$ cat config.mk
export PLATFORM = sky130hd
export DESIGN_NAME = uart_rx
export DESIGN_NICKNAME = d
export VERILOG_FILES = /design/src/rtl/uart_rx.sv
export SDC_FILE = /design/constraint.sdc
export NUM_CORES = 1
export LEC_CHECK = 0
export CAP_MARGIN = 30
export CORE_MARGIN = 8
export CORE_UTILIZATION = 35
export CTS_BUF_LIST = sky130_fd_sc_hd__clkbuf_2 sky130_fd_sc_hd__clkbuf_4 sky130_fd_sc_hd__clkbuf_8
export CTS_CLUSTER_DIAMETER = 30
export DETAILED_ROUTE_END_ITERATION = 8
export DONT_BUFFER_PORTS = 1
export GPL_TIMING_DRIVEN = 0
export PLACE_DENSITY = 0.54
export RECOVER_POWER = 50
export SKIP_LAST_GASP = 1
export SYNTH_ARGS = -nofsm -noshare
export SYNTH_HDL_FRONTEND = slang
export SYNTH_SLANG_ARGS = --single-unit
$ cat constraint.sdc
create_clock -name clock -period 4.5 [get_ports clock]
set_input_delay 0.675 -clock clock [delete_from_list [all_inputs] [get_ports clock]]
set_output_delay 0.675 -clock clock [all_outputs]
set_load 0.005 [all_outputs]
$ cat src/rtl/uart_rx.sv
// uart_rx: 8N1 UART receiver with an rxd synchroniser, false-start rejection, mid-bit sampling and framing-error reporting.
// Optional: define UART_RX_GLITCH_FILTER_EN to insert a 3-tap majority filter that swallows single-cycle glitches.
module uart_rx #(
    parameter int CLK_PER_BIT = 868,
    parameter int SYNC_STAGES = 2
) (
    input  logic       clock,
    input  logic       reset,
    input  logic       rxd,
    output logic       rx_ready,
    output logic [7:0] rdata,
    output logic       ferr,
    output logic       busy
);

    localparam int            CW         = $clog2(CLK_PER_BIT);
    localparam logic [CW-1:0] HALF_BIT   = CW'(CLK_PER_BIT / 2 - 1);
    localparam logic [CW-1:0] LAST_CYCLE = CW'(CLK_PER_BIT - 1);

    typedef enum logic [2:0] {
        IDLE,
        START,
        DATA,
        STOP,
        BREAK
    } state_t;

    // Synchroniser resets to all-ones so the line looks idle straight out of reset.
    logic [SYNC_STAGES-1:0] sync_reg;
    logic                   rxs;

    always_ff @(posedge clock) begin
        if (reset) begin
            sync_reg <= '1;
        end else begin
            sync_reg <= {sync_reg[SYNC_STAGES-2:0], rxd};
        end
    end

    assign rxs = sync_reg[SYNC_STAGES-1];

    logic line;

`ifdef UART_RX_GLITCH_FILTER_EN
    // Taps are rxs plus two delayed copies; a lone low (or high) cycle never wins the vote.
    logic [1:0] tap_reg;

    always_ff @(posedge clock) begin
        if (reset) begin
            tap_reg <= '1;
        end else begin
            tap_reg <= {tap_reg[0], rxs};
        end
    end

    assign line = (rxs & tap_reg[0]) | (rxs & tap_reg[1]) | (tap_reg[0] & tap_reg[1]);
`else
    assign line = rxs;
`endif

    state_t        state_reg, state_next;
    logic [CW-1:0] cnt_reg, cnt_next;
    logic [2:0]    bit_reg, bit_next;
    logic [7:0]    shift_reg, shift_next;
    logic [7:0]    rdata_reg, rdata_next;
    logic          rx_ready_reg, rx_ready_next;
    logic          ferr_reg, ferr_next;

    always_ff @(posedge clock) begin
        if (reset) begin
            state_reg    <= IDLE;
            cnt_reg      <= '0;
            bit_reg      <= '0;
            shift_reg    <= '0;
            rdata_reg    <= '0;
            rx_ready_reg <= 1'b0;
            ferr_reg     <= 1'b0;
        end else begin
            state_reg    <= state_next;
            cnt_reg      <= cnt_next;
            bit_reg      <= bit_next;
            shift_reg    <= shift_next;
            rdata_reg    <= rdata_next;
            rx_ready_reg <= rx_ready_next;
            ferr_reg     <= ferr_next;
        end
    end

    always_comb begin
        state_next    = state_reg;
        cnt_next      = cnt_reg;
        bit_next      = bit_reg;
        shift_next    = shift_reg;
        rdata_next    = rdata_reg;
        rx_ready_next = 1'b0;
        ferr_next     = 1'b0;

        case (state_reg)
            IDLE: begin
                if (!line) begin
                    cnt_next   = '0;
                    state_next = START;
                end
            end

            // Re-check the start bit at its centre; later samples then land mid-bit.
            START: begin
                if (cnt_reg == HALF_BIT) begin
                    if (line) begin
                        state_next = IDLE;
                    end else begin
                        cnt_next   = '0;
                        bit_next   = '0;
                        state_next = DATA;
                    end
                end else begin
                    cnt_next = cnt_reg + CW'(1);
                end
            end

            DATA: begin
                if (cnt_reg == LAST_CYCLE) begin
                    cnt_next   = '0;
                    shift_next = {line, shift_reg[7:1]};
                    bit_next   = bit_reg + 3'd1;
                    if (bit_reg == 3'd7) begin
                        state_next = STOP;
                    end
                end else begin
                    cnt_next = cnt_reg + CW'(1);
                end
            end

            // Returning to IDLE right at the stop-bit centre leaves half a bit to catch a back-to-back start edge.
            STOP: begin
                if (cnt_reg == LAST_CYCLE) begin
                    cnt_next = '0;
                    if (line) begin
                        rdata_next    = shift_reg;
                        rx_ready_next = 1'b1;
                        state_next    = IDLE;
                    end else begin
                        ferr_next  = 1'b1;
                        state_next = BREAK;
                    end
                end else begin
                    cnt_next = cnt_reg + CW'(1);
                end
            end

            BREAK: begin
                if (line) begin
                    state_next = IDLE;
                end
            end

            default: begin
                state_next = IDLE;
            end
        endcase
    end

    assign rx_ready = rx_ready_reg;
    assign ferr     = ferr_reg;
    assign rdata    = rdata_reg;
    assign busy     = (state_reg != IDLE);

endmodule

**Word-level counts from Yosys, hierarchy flattened**

Cells that the tools add are included.

- Flip-flop bits (word level): 36
- Input bits: 3
- Output and inout bits: 11
- Word-level logic and storage cells: 55

- $add $sub $neg: 2
- Equal/unequal tests: 14
- Muxes and demuxes: 19
- Bitwise operators: 2
- Reduce and logical (&&, ||, !) cells: 10

Operator list:

| kind | count |
|---|---|
| $mux 10 | 3 |
| $mux 3 | 10 |
| $pmux 10 s3 | 1 |
| $pmux 3 s5 | 1 |
| $ne 2x2->1 const B | 7 |
| $add 10x1->10 const B | 1 |
| $eq 10x10->1 const B | 1 |
| $eq 10x9->1 const B | 1 |
| $eq 3x2->1 const B | 2 |
| $eq 3x3->1 const B | 2 |
| $pmux 3 s2 | 1 |
| $reduce_and 6->1 | 1 |
| $reduce_bool 3->1 | 2 |
| $reduce_and 4->1 | 1 |
| $add 3x1->3 const B | 1 |
| $eq 3x1->1 const B | 1 |
| $logic_not 3->1 | 1 |
| $reduce_and 3->1 | 1 |
| $reduce_or 3->1 | 1 |
| $mux 1 | 2 |
| $mux 2 | 1 |
| $not 1->1 | 2 |
| $reduce_and 2->1 | 1 |
| $reduce_bool 2->1 | 1 |
| $reduce_or 2->1 | 1 |

**Depth between registers and ports, before layout**

- Depth in word-level cells: 4
- Depth in mapped cells: 6
- Mapped depth without buffers: 6

**Worst setup path before layout**

OpenSTA, ideal clock, no wires.

- Path type: input to register
- Start: in reset
- End: reg cnt_reg[3]
- Library setup time: 0.079 ns
- Arrival time: 1.989 ns
- Data required time: 4.421 ns
- Setup slack: 2.433 ns
- Stages on the path: 5
- Buffers on the path: 1
- Cells stage by stage: clkbuf_1 > or4b_1 > a31oi_2 > nor2_1 > o211ai_1

RTL lines:

| element | RTL line | RTL |
|---|---|---|
| start: declaration | 8 | `input logic reset,` |
| end signal: assignment | 80 | `cnt_reg <= cnt_next;` |
| end: declaration | 62 | `logic [CW-1:0] cnt_reg, cnt_next;` |

==> flow_summary_export.csv <==
group,metric,value,unit
status,status,"finished clean",
finish,nNetsFinal,209,
finish,largest_reg_flops,10,
finish,fin_util,0.3997,
cts,post_cts.repair.setup_buffers,0,
synth,synth_edf_count,0,
synth,yosys_warnings,0,
floorplanning,io_pins,14,
finish,num_antenna_cells,0,
timing,clock_skew,9.526,ps
synth,synth.avg_cell_area,8.900,sq um
synth,synth_nets,202,
detailed_routing,routed-via-count,1462,
critical_path,crit_required,4710,ps
timing,fin_setup_tns,0,ps
detailed_routing,avgViaCountPerCell,5.415,
floorplanning,dieArea,7468,sq um
floorplanning,die_w,86.42,um
timing,worstMarginPinSlew,865.5,ps
synth,synthArstFlopShare,0,
critical_path,start_kind,"input port",
critical_path,cp.arrival,2690,ps
synth,ys_types,50,
power_and_ir_drop,seqPwrFrac,0.567,
timing,max_freq,0.4034,GHz
critical_path,crit_chain,"clkbuf_1 -> or4b_1 -> a31oi_1 -> nor2_1 -> o211ai_1",
finish,final_common_cell,"dfxtp_1",
finish,layout_common_cells,"dfxtp_1, nand3_1, nand2_1, nor2_1, a21oi_1",
timing,post-route-min-period,2479,ps
synth,ys_ff_latch,36,
critical_path,crit_path_max_fanout,9,
grt,grt_max_degree,13,
floorplanning,initial_utilization,0.3650,
detailed_routing,wl_per_cell,15.01,um
floorplanning,fp.coreArea,4755,sq um
detailed_routing,routed_wl,4054,um
cts,h-tree-depth,2,
finish,multi_input_comb_area,947.2,sq um
power_and_ir_drop,max-vdd-ir-drop,0.1138,mV
detailed_routing,remaining_drc_errors,0,
timing,rsz0062_at_grt,"false",
critical_path,crit_type,"input port to flop",
finish,seqCellArea,720.7,sq um
cts,cts_tree,"yes",
timing,fin_ws,2021,ps
timing,holdWs,413.1,ps
critical_path,slowest_stage,"a31oi_1",
cts,ctsHoldBuffers,0,
detailed_routing,drtIter0Drc,142,
grt,track_usage,0.1138,
hold_path,hold_path_class,"flop to flop",
finish,drive_gt1_frac,0.09360,
timing,setup_viol,0,
placement,place_congestion,0.7805,
timing,drv_slew,0,
power_and_ir_drop,clock_power_share,0.398,
critical_path,slowest_delay,700,ps
synth,yosysSeqAreaShare,0.4153,
cts,clk_pin_slew,80,ps
cts,cts_made_buffers,5,
grt,grt_pass1_vias,1329,
cts,clk_latency,290,ps
placement,io_buffers,0,
synth,mappedNetlistArea,1735,sq um
synth,synthFlopType,"dfxtp_1",
timing,slew_headroom,0.4203,
grt,gr-total-overflow,0,
cts,cts.repair.resized,0,
grt,grt_pass1_wl,6865,um
placement,dp_slack,1950,ps
detailed_routing,ant_nets,0,
power_and_ir_drop,total_power,570.0,uW
power_and_ir_drop,combPwrFrac,0.035,
power_and_ir_drop,p_leak,0.0006071,uW
synth,synthCells,195,
timing,min_period_over_period,0.5508,
critical_path,critPathCaptureType,"flop",
cts,cts-root-buf,"clkbuf_8",
floorplanning,dieHeight,86.42,um
power_and_ir_drop,powerDensity,299.9,nW/um^2
finish,fillCellCount,490,
timing,finalHoldViolCount,0,
placement,hpwl,2849,um
grt,antenna_found_initial,0,
power_and_ir_drop,switching_share,0.2379,
cts,cts_buffer_depth,2,
power_and_ir_drop,switchingPower,135.6,uW
power_and_ir_drop,power.internal,434.4,uW
run,drv_cap,0,
finish,syn_to_final_growth,9.517,%
detailed_routing,first_pass_iters,4,
floorplanning,rows,25,
cts,clock_sinks,36,
[final timing paths]
| path | start | to | slack [ps] | cells after the start |
|---|---|---|---|---|
| worst max register to register | state_reg[2] | cnt_reg[3] | 2070 | 5 |
| worst min-delay path | sync_reg[0] | sync_reg[1] | 410 | 1 |
| worst min register to register | sync_reg[0] | sync_reg[1] | 410 | 1 |
| worst max-delay path | reset | cnt_reg[3] | 2020 | 5 |
[synthesized netlist by cell type (2+ instances only)]
library cell | count | area (sq um)
xnor2_1 | 2 | 17.52
dfxtp_1 | 36 | 720.7
o21ai_0 | 3 | 15.01
mux2_2 | 2 | 22.52
nor2b_1 | 5 | 31.28
a21oi_1 | 10 | 50.05
o211ai_1 | 5 | 37.54
or2_2 | 2 | 12.51
clkbuf_1 | 7 | 26.28
nand2_1 | 16 | 60.06
a32oi_1 | 2 | 17.52
nand4_1 | 4 | 25.02
nor3_1 | 6 | 30.03
nor3b_1 | 2 | 15.01
nand2b_1 | 2 | 12.51
o221ai_1 | 2 | 17.52
o22ai_1 | 5 | 31.28
nand3_1 | 17 | 85.08
mux2i_1 | 9 | 90.09
nor2_1 | 14 | 52.55
a211oi_1 | 3 | 22.52
or3_1 | 2 | 12.51
inv_1 | 7 | 26.28
ha_1 | 4 | 50.05
a31oi_1 | 3 | 18.77
[final cells by class]
cell class / count / share of cell area
Tap cell: 67 / 0.04411
Clock inverter: 3 / 0.009875
Sequential cell: 36 / 0.3792
Inverter: 8 / 0.01580
Clock buffer: 5 / 0.03621
Multi-Input combinational cell: 143 / 0.4984
Buffer: 8 / 0.01646
[worst max-delay path, delay by kind of cell]
family	cells	cell delay [ps]
buf+inv	1	190
simple gates	2	880
compound gates	2	930
[routing by layer]
layer	wire, um	track usage	vias up
met2	1710	0.1597	30
met3	225	0.03403	4
met5	0	0	-
li1	-	-	745
met4	53	0.03912	0
met1	2065	0.1587	683
[stage by stage]
| stage | area [sq um] | instances |
|---|---|---|
| after floorplan | 1735 | 195 |
| after global placement | 1819 | 262 |
| after detailed placement | 1819 | 262 |
| after CTS | 1907 | 270 |
| after global routing | 1901 | 270 |
| final | 1901 | 270 |
[power by group through the flow]
stage | logic, uW | clock network [uW] | registers [uW]
2_1_floorplan | 14.6 | 0 | 330
5_1_grt | 22.5 | 251 | 324
3_5_place_dp | 19.8 | 0 | 331
6_report | 19.8 | 227 | 323
4_1_cts | 19.9 | 235 | 323
3_3_place_gp | 19.7 | 0 | 331
[cells by family (layout without fill, tap and decap cells)]
| logic type | count (synthesis) | count (layout) | synth area share |
|---|---|---|---|
| AO/OA/AOI/OAI | 44 | 44 | 0.1766 |
| multiplexers | 11 | 11 | 0.06489 |
| flip-flops | 36 | 36 | 0.4153 |
| AND/OR/NAND/NOR | 82 | 82 | 0.2689 |
| buffers and inverters | 16 | 24 | 0.03533 |
| adder cells (fa/ha/maj) | 4 | 4 | 0.02884 |
| XOR/XNOR | 2 | 2 | 0.01010 |
Power figures use the tool's default switching activity.
